[src/rtl/muldiv_ctrl.sv]
`timescale 1ns/1ps
`default_nettype none
// ============================================================================
// Module      : muldiv_ctrl
// Description : RV64M sequencer and result buffer in front of the iterative
//               multiplier and divider. Latches one op, normalises operands
//               for the unsigned sub-units, resolves divide-by-zero and signed
//               overflow locally, applies sign/width fix-up and holds the
//               result until the consumer takes it. Flush-safe while busy.
// Revision    : 1.0 - initial release
// ============================================================================
module muldiv_ctrl #(
    parameter int XLEN = 64
) (
    input  logic                clk,
    input  logic                reset,
    input  logic                req_valid,
    output logic                req_ready,
    input  logic [3:0]          req_op,
    input  logic [XLEN-1:0]     req_a,
    input  logic [XLEN-1:0]     req_b,
    input  logic                flush,
    output logic                resp_valid,
    input  logic                resp_ready,
    output logic [XLEN-1:0]     resp_data,
    output logic                mul_valid,
    output logic [XLEN-1:0]     mul_a,
    output logic [XLEN-1:0]     mul_b,
    input  logic                mul_done,
    input  logic [2*XLEN-1:0]   mul_c,
    output logic                div_valid,
    output logic                div_word,
    output logic [XLEN-1:0]     div_a,
    output logic [XLEN-1:0]     div_b,
    input  logic                div_done,
    input  logic [2*XLEN-1:0]   div_c
);

    localparam logic [3:0] c_op_mul   = 4'd0;
    localparam logic [3:0] c_op_mulw  = 4'd1;
    localparam logic [3:0] c_op_div   = 4'd2;
    localparam logic [3:0] c_op_divu  = 4'd3;
    localparam logic [3:0] c_op_rem   = 4'd4;
    localparam logic [3:0] c_op_remu  = 4'd5;
    localparam logic [3:0] c_op_divw  = 4'd6;
    localparam logic [3:0] c_op_divuw = 4'd7;
    localparam logic [3:0] c_op_remw  = 4'd8;
    localparam logic [3:0] c_op_remuw = 4'd9;

    localparam logic [XLEN-1:0] c_xlen_min = {1'b1, {(XLEN-1){1'b0}}};

    typedef enum logic [2:0] {
        S_IDLE  = 3'd0,
        S_MUL   = 3'd1,
        S_DIV   = 3'd2,
        S_DONE  = 3'd3,
        S_ABORT = 3'd4
    } state_t;

    state_t             r_state;
    state_t             w_next_state;
    logic [3:0]         r_op;
    logic [XLEN-1:0]    r_a;
    logic [XLEN-1:0]    r_b;
    logic               r_sa;
    logic               r_sb;
    logic [XLEN-1:0]    r_resp_data;

    logic               w_load;
    logic [XLEN-1:0]    w_load_data;

    function automatic logic [XLEN-1:0] sext32(input logic [XLEN-1:0] x);
        return {{(XLEN-32){x[31]}}, x[31:0]};
    endfunction

    // ------------------------------------------------------------------
    // Request-side decode (on the incoming op, used only at accept)
    // ------------------------------------------------------------------
    logic               w_accept;
    logic               w_req_is_mul;
    logic               w_req_illegal;
    logic               w_req_word;
    logic               w_req_signed;
    logic               w_req_is_rem;
    logic               w_req_sa;
    logic               w_req_sb;
    logic               w_req_b_zero;
    logic               w_req_ovf;
    logic               w_req_bypass;
    logic [XLEN-1:0]    w_bypass_data;

    assign w_accept      = req_valid && req_ready && !flush;
    assign w_req_is_mul  = (req_op == c_op_mul) || (req_op == c_op_mulw);
    assign w_req_illegal = (req_op > c_op_remuw);
    assign w_req_word    = (req_op == c_op_mulw) ||
                           ((req_op >= c_op_divw) && (req_op <= c_op_remuw));
    assign w_req_signed  = (req_op == c_op_div)  || (req_op == c_op_rem) ||
                           (req_op == c_op_divw) || (req_op == c_op_remw);
    assign w_req_is_rem  = (req_op == c_op_rem)  || (req_op == c_op_remu) ||
                           (req_op == c_op_remw) || (req_op == c_op_remuw);
    assign w_req_sa      = w_req_signed && (w_req_word ? req_a[31] : req_a[XLEN-1]);
    assign w_req_sb      = w_req_signed && (w_req_word ? req_b[31] : req_b[XLEN-1]);
    assign w_req_b_zero  = w_req_word ? (req_b[31:0] == 32'd0) : (req_b == '0);
    assign w_req_ovf     = w_req_signed &&
                           (w_req_word ? ((req_a[31:0] == 32'h8000_0000) && (req_b[31:0] == 32'hFFFF_FFFF))
                                       : ((req_a == c_xlen_min) && (&req_b)));
    // Multiplies never bypass: a zero multiplier operand is just a normal product
    assign w_req_bypass  = w_req_illegal || (!w_req_is_mul && (w_req_b_zero || w_req_ovf));

    // Result for the cases resolved without starting the divider
    always_comb begin
        w_bypass_data = '0;
        if (w_req_illegal) begin
            w_bypass_data = '0;
        end else if (w_req_b_zero) begin
            if (w_req_is_rem)
                w_bypass_data = w_req_word ? sext32(req_a) : req_a;
            else
                w_bypass_data = '1;
        end else if (w_req_ovf) begin
            if (w_req_is_rem)
                w_bypass_data = '0;
            else
                w_bypass_data = w_req_word ? sext32(req_a) : req_a;
        end
    end

    // ------------------------------------------------------------------
    // Latched-op decode and sub-unit operand / result shaping
    // ------------------------------------------------------------------
    logic               w_op_is_mul;
    logic               w_op_div_word;
    logic               w_op_is_rem;
    logic [31:0]        w_a_lo_mag;
    logic [31:0]        w_b_lo_mag;
    logic [XLEN-1:0]    w_a_mag;
    logic [XLEN-1:0]    w_b_mag;
    logic [XLEN-1:0]    w_mul_result;
    logic [XLEN-1:0]    w_quo_fix;
    logic [XLEN-1:0]    w_rem_fix;
    logic [XLEN-1:0]    w_div_sel;
    logic [XLEN-1:0]    w_div_result;
    logic               w_unused;

    assign w_op_is_mul   = (r_op == c_op_mul) || (r_op == c_op_mulw);
    assign w_op_div_word = (r_op >= c_op_divw) && (r_op <= c_op_remuw);
    assign w_op_is_rem   = (r_op == c_op_rem)  || (r_op == c_op_remu) ||
                           (r_op == c_op_remw) || (r_op == c_op_remuw);

    // Signs are zero for unsigned ops, so these reduce to plain pass-through
    assign w_a_lo_mag = r_sa ? (32'd0 - r_a[31:0]) : r_a[31:0];
    assign w_b_lo_mag = r_sb ? (32'd0 - r_b[31:0]) : r_b[31:0];
    assign w_a_mag    = w_op_div_word ? {{(XLEN-32){1'b0}}, w_a_lo_mag} : (r_sa ? -r_a : r_a);
    assign w_b_mag    = w_op_div_word ? {{(XLEN-32){1'b0}}, w_b_lo_mag} : (r_sb ? -r_b : r_b);

    assign w_mul_result = (r_op == c_op_mulw) ? sext32(mul_c[XLEN-1:0]) : mul_c[XLEN-1:0];

    // Full-width negation also gives the correct low word for the W forms
    assign w_quo_fix    = (r_sa ^ r_sb) ? -div_c[XLEN-1:0]      : div_c[XLEN-1:0];
    assign w_rem_fix    = r_sa          ? -div_c[2*XLEN-1:XLEN] : div_c[2*XLEN-1:XLEN];
    assign w_div_sel    = w_op_is_rem ? w_rem_fix : w_quo_fix;
    assign w_div_result = w_op_div_word ? sext32(w_div_sel) : w_div_sel;

    // The high product half is never needed for MUL/MULW
    assign w_unused = ^mul_c[2*XLEN-1:XLEN];

    // Next-state selection, including when and what to capture into the result buffer
    always_comb begin
        w_next_state = r_state;
        w_load       = 1'b0;
        w_load_data  = '0;
        case (r_state)
            S_IDLE: begin
                if (w_accept) begin
                    if (w_req_bypass) begin
                        w_next_state = S_DONE;
                        w_load       = 1'b1;
                        w_load_data  = w_bypass_data;
                    end else if (w_req_is_mul) begin
                        w_next_state = S_MUL;
                    end else begin
                        w_next_state = S_DIV;
                    end
                end
            end
            S_MUL: begin
                if (mul_done) begin
                    // Done coinciding with flush: unit is already quiet, drop result
                    w_next_state = flush ? S_IDLE : S_DONE;
                    w_load       = !flush;
                    w_load_data  = w_mul_result;
                end else if (flush) begin
                    w_next_state = S_ABORT;
                end
            end
            S_DIV: begin
                if (div_done) begin
                    w_next_state = flush ? S_IDLE : S_DONE;
                    w_load       = !flush;
                    w_load_data  = w_div_result;
                end else if (flush) begin
                    w_next_state = S_ABORT;
                end
            end
            S_DONE: begin
                if (flush || resp_ready)
                    w_next_state = S_IDLE;
            end
            S_ABORT: begin
                // Keep the sub-unit running until it reports done, then discard
                if (w_op_is_mul ? mul_done : div_done)
                    w_next_state = S_IDLE;
            end
            default: w_next_state = S_IDLE;
        endcase
    end

    // State register
    always_ff @(posedge clk or negedge reset) begin
        if (!reset)
            r_state <= S_IDLE;
        else
            r_state <= w_next_state;
    end

    // Operand latch on accept and result buffer capture
    always_ff @(posedge clk or negedge reset) begin
        if (!reset) begin
            r_op        <= 4'd0;
            r_a         <= '0;
            r_b         <= '0;
            r_sa        <= 1'b0;
            r_sb        <= 1'b0;
            r_resp_data <= '0;
        end else begin
            if (w_accept) begin
                r_op <= req_op;
                r_a  <= req_a;
                r_b  <= req_b;
                r_sa <= w_req_sa;
                r_sb <= w_req_sb;
            end
            if (w_load)
                r_resp_data <= w_load_data;
        end
    end

    assign req_ready  = (r_state == S_IDLE);
    assign resp_valid = (r_state == S_DONE);
    assign resp_data  = r_resp_data;
    assign mul_valid  = (r_state == S_MUL) || ((r_state == S_ABORT) && w_op_is_mul);
    assign div_valid  = (r_state == S_DIV) || ((r_state == S_ABORT) && !w_op_is_mul);
    assign mul_a      = r_a;
    assign mul_b      = r_b;
    assign div_word   = w_op_div_word;
    assign div_a      = w_a_mag;
    assign div_b      = w_b_mag;

endmodule
`default_nettype wire

[config.mk]
export PLATFORM = sky130hd
export DESIGN_NAME = muldiv_ctrl
export DESIGN_NICKNAME = d
export VERILOG_FILES = /design/src/rtl/muldiv_ctrl.sv
export SDC_FILE = /design/constraint.sdc
export NUM_CORES = 1
export LEC_CHECK = 0
export ABC_AREA = 0
export CORE_AREA = 2 2 278 280
export DETAILED_ROUTE_END_ITERATION = 16
export DIE_AREA = 0 0 280 282
export SLEW_MARGIN = 0
export SYNTH_ARGS = -nofsm -noshare
export SYNTH_HDL_FRONTEND = slang
export SYNTH_SLANG_ARGS = --single-unit
[constraint.sdc]
create_clock -name clk -period 4 [get_ports clk]
set_clock_uncertainty 0.1 [all_clocks]
set_input_delay 1.2 -clock clk [delete_from_list [all_inputs] [get_ports clk]]
set_output_delay 1.2 -clock clk [all_outputs]
set_load 0.05 [all_outputs]
==> results.cfg <==
[clocking]
cts_tree = yes
numCtsBuffers = 27
h-tree-depth = 1
cts_buffer_depth = 3
cts_hold_buf = 0
root_buffer = clkbuf_16
path_clk_slew_ns = 0.06
clk_latency_ns = 0.57
cts_sinks = 201

[timing]
hold_violations = 0
relSlewSlack_pct = 20.5
worst_slack_ns = -1.16
fmaxAchievable_mhz = 194
drv_slew = 0
min_period_over_period_pct = 129
finalHoldWorstSlack_ns = 0.397
rsz0062_at_grt = yes
finalSetupViolations = 98
min_period_ns = 5.16
worst_slew_pin_slew_ns = 1.19

[global_routing]
grt_usage_pct = 23.8
grt_pass1_wl_mm = 141
met2_usage_pct = 40.2
top_usage_layer = met2
grt_pass1_vias = 20900
grt_max_degree = 132
grt-ovfl-total = 0
antenna_found_initial = 18
met1_usage_pct = 30.3
grt_use_met3_pct = 5.02

[place]
pre_cts_slack_ns = -0.909
dp_hpwl_mm = 80.1
dp.cells = 4186
placed_cell_area_sq_um = 29400
io_buffer_count = 655
gp_congestion = 0.961

[worst_setup_path]
crit_top_cell = or4_4
r2r_cells = 9
rr_endpoint = resp_data[61]$_DFFE_PN0P_
worstPathRequired_ns = 2.70
crit_path_start = mul_a[9]$_DFFE_PN0P_
endpoint_kind = primary output
cp_slowest_cell = or4_4
worst-setup-path-type = reg2out
timing.rr.start = r_sa$_DFFE_PN0P_
path_cells = or4_4, or4_4, or4_4, buf_4, or2_4, or3_4, o31a_1, xnor2_2, nor2_4, buf_12
cp_data_arrival_time_ns = 3.86
r2r_slack_ns = 0.72
crit_fanout = 3
start_kind = flop
crit_path_max_incr_delay_ns = 0.54

[floorplan]
die_w_um = 280
num_rows = 101
io_pins = 720
initial_core_util_pct = 21.4
die_area_sq_um = 79000
die_h_um = 282
core_area_sq_um = 75700

[final_layout]
design_area_sq_um = 32700
layout-drive-gt1-share_pct = 32.6
nFillCells = 7339
final_common_cell = clkdlybuf4s50_1
area_delta_synth_final_pct = 101
layout_common_cells = 527 x clkdlybuf4s50_1, 502 x buf_4, 480 x nand2_1
finalNonFillerCells = 4278
fin_nets = 3670

[drt]
vias = 21100
dr.pass1.iters = 5
drtIter0Drc = 1364
drc = 0
viasPerCell = 4.94
ant_nets = 0
wl_per_cell_um = 23.0
routed_wl_mm = 98.3

[synth]
synth_ff_type = dfrtp_1
synthCells = 2182
ys_seq_area_share_pct = 31.0
synth_nets = 2581
ys_async_sr_fraction_pct = 100
synth-edff-count = 0
syn_area_per_cell_sq_um = 7.44
synth_area_sq_um = 16200
synth-seq-cells = 201
yosysUniqueCellTypes = 71
synth-warning-count = 0

[power]
p_per_area_nw_per_um2 = 1020
power_leakage_nw = 13.2
max-vdd-ir-drop_mv = 0.678

[status]
violations = setup timing
status = complete, but fails checks

[job]
maxCapViolations = 0

[worst_hold_path]
hp-class = in2async
==> worst max-delay path by stage <==
stage,to,cells past startpoint,slack (ns)
floorplan,div_a[37],8,-0.58
global placement,resp_data[7]$_DFFE_PN0P_,12,-0.87
detailed placement,resp_data[30]$_DFFE_PN0P_,12,-0.91
CTS,div_a[49],10,-1.18
global route,div_a[37],10,-1.27
finish,div_a[37],10,-1.16
==> report_power, final <==
| group | switching (mW) | leakage, nW | internal [mW] |
|---|---|---|---|
| Combinational | 16.0 | 10.3 | 10.7 |
| Clock | 1.03 | 0.457 | 1.59 |
| Sequential | 0.984 | 2.44 | 3.04 |
| Total | 18.1 | 13.2 | 15.3 |
==> per-stage QoR <==
step	util, %	power (mW)	TNS, ns
final	43.2	33.4	-70.09
after detailed placement	38.8	29.2	-72.64
after global routing	43.2	34.9	-81.45
after floorplan	-	17.9	-15.24
after global placement	38.8	29.1	-70.57
after CTS	41.8	32.8	-73.87
==> state kept, by name, indices dropped and copies added (netlist names) <==
| signal | cells |
|---|---|
| r_state | 3 |
| resp_data | 64 |
| mul_a | 64 |
| r_op | 4 |
| r_sa | 1 |
| r_sb | 1 |
| mul_b | 64 |
==> cells in the mapped netlist, types with 4 or more instances <==
cell type  number  area share [%]
a211oi_1        7            0.32
a21boi_0        5            0.23
a21o_1         27             1.2
a21oi_1       103             3.2
a221o_1        14            0.86
a22oi_1         4            0.19
a2bb2oi_1       4            0.22
a31oi_1        76             2.9
a32oi_1        12            0.65
a41oi_1         7            0.38
and2_1          9            0.35
and3_1          6            0.23
buf_1          18            0.42
clkbuf_1      116             2.7
dfrtp_1       201              31
ha_1            4            0.31
inv_1          15            0.35
mux2i_1        17             1.0
nand2_1       504              12
nand2b_1       17            0.66
nand3_1        23            0.71
nand3b_1        7            0.32
nand4_1        29             1.1
nand4b_1        9            0.49
nor2_1        218             5.0
nor3_1         36             1.1
nor4_1         49             1.9
nor4_2          4            0.31
nor4b_1         7            0.38
o211ai_1        9            0.42
o21a_1          4            0.19
o21ai_0       128             3.9
o21ai_1         6            0.19
o22a_1          7            0.38
o31a_1          4            0.22
o31ai_1        66             3.1
o41ai_1        30             1.6
o41ai_2         4            0.40
or2_1           4            0.15
or2_2          14            0.54
or3_1          35             1.3
or4_1          38             1.8
xnor2_1       105             5.7
xor2_1        141             7.6
==> area by class of cell <==
type | instances | area, sq um | area share (%)
tap | 978 | 1220 | 3.74
timing repair buffer | 1198 | 12100 | 37.0
inverter | 15 | 56.3 | 0.172
clock inverter | 15 | 196 | 0.601
antenna | 9 | 22.5 | 0.0689
multi-input combinational | 1828 | 13300 | 40.7
clock buffer | 34 | 752 | 2.30
sequential | 201 | 5060 | 15.5
==> cells by family (layout without fill, tap and decap cells) <==
| logic type | after synthesis | after routing | synth area share [%] |
|---|---|---|---|
| AND/OR/NAND/NOR | 1031 | 1031 | 29.4 |
| XOR/XNOR | 246 | 246 | 13.3 |
| adder cells (fa/ha/maj) | 4 | 4 | 0.308 |
| buffers and inverters | 153 | 1262 | 3.60 |
| multiplexers | 17 | 17 | 1.05 |
| other | 0 | 9 | 0 |
| AO/OA/AOI/OAI | 530 | 530 | 21.4 |
| flip-flops | 201 | 201 | 31.0 |
==> routing by layer <==
layer | part of all wire, % | vias to the layer above
met5 | 0.086 | -
met1 | 42 | 10100
met3 | 7.2 | 176
met2 | 47 | 839
met4 | 3.5 | 14
li1 | - | 9959
==> worst max-delay path: cells and delay by family, from the launching register on <==
family | cells | cell delay [ns]
simple gates | 6 | 2.15
buf+inv | 2 | 0.31
xor+xnor | 1 | 0.15
flops | 1 | 0.40
compound gates | 1 | 0.27
==> repair_timing <==
action,in CTS,in global routing
endpoints found under the setup margin,165,169
pin swaps,103,99
resized for setup,222,146
setup buffers,15,23
Note: power is estimated with default switching activity, not from simulation.
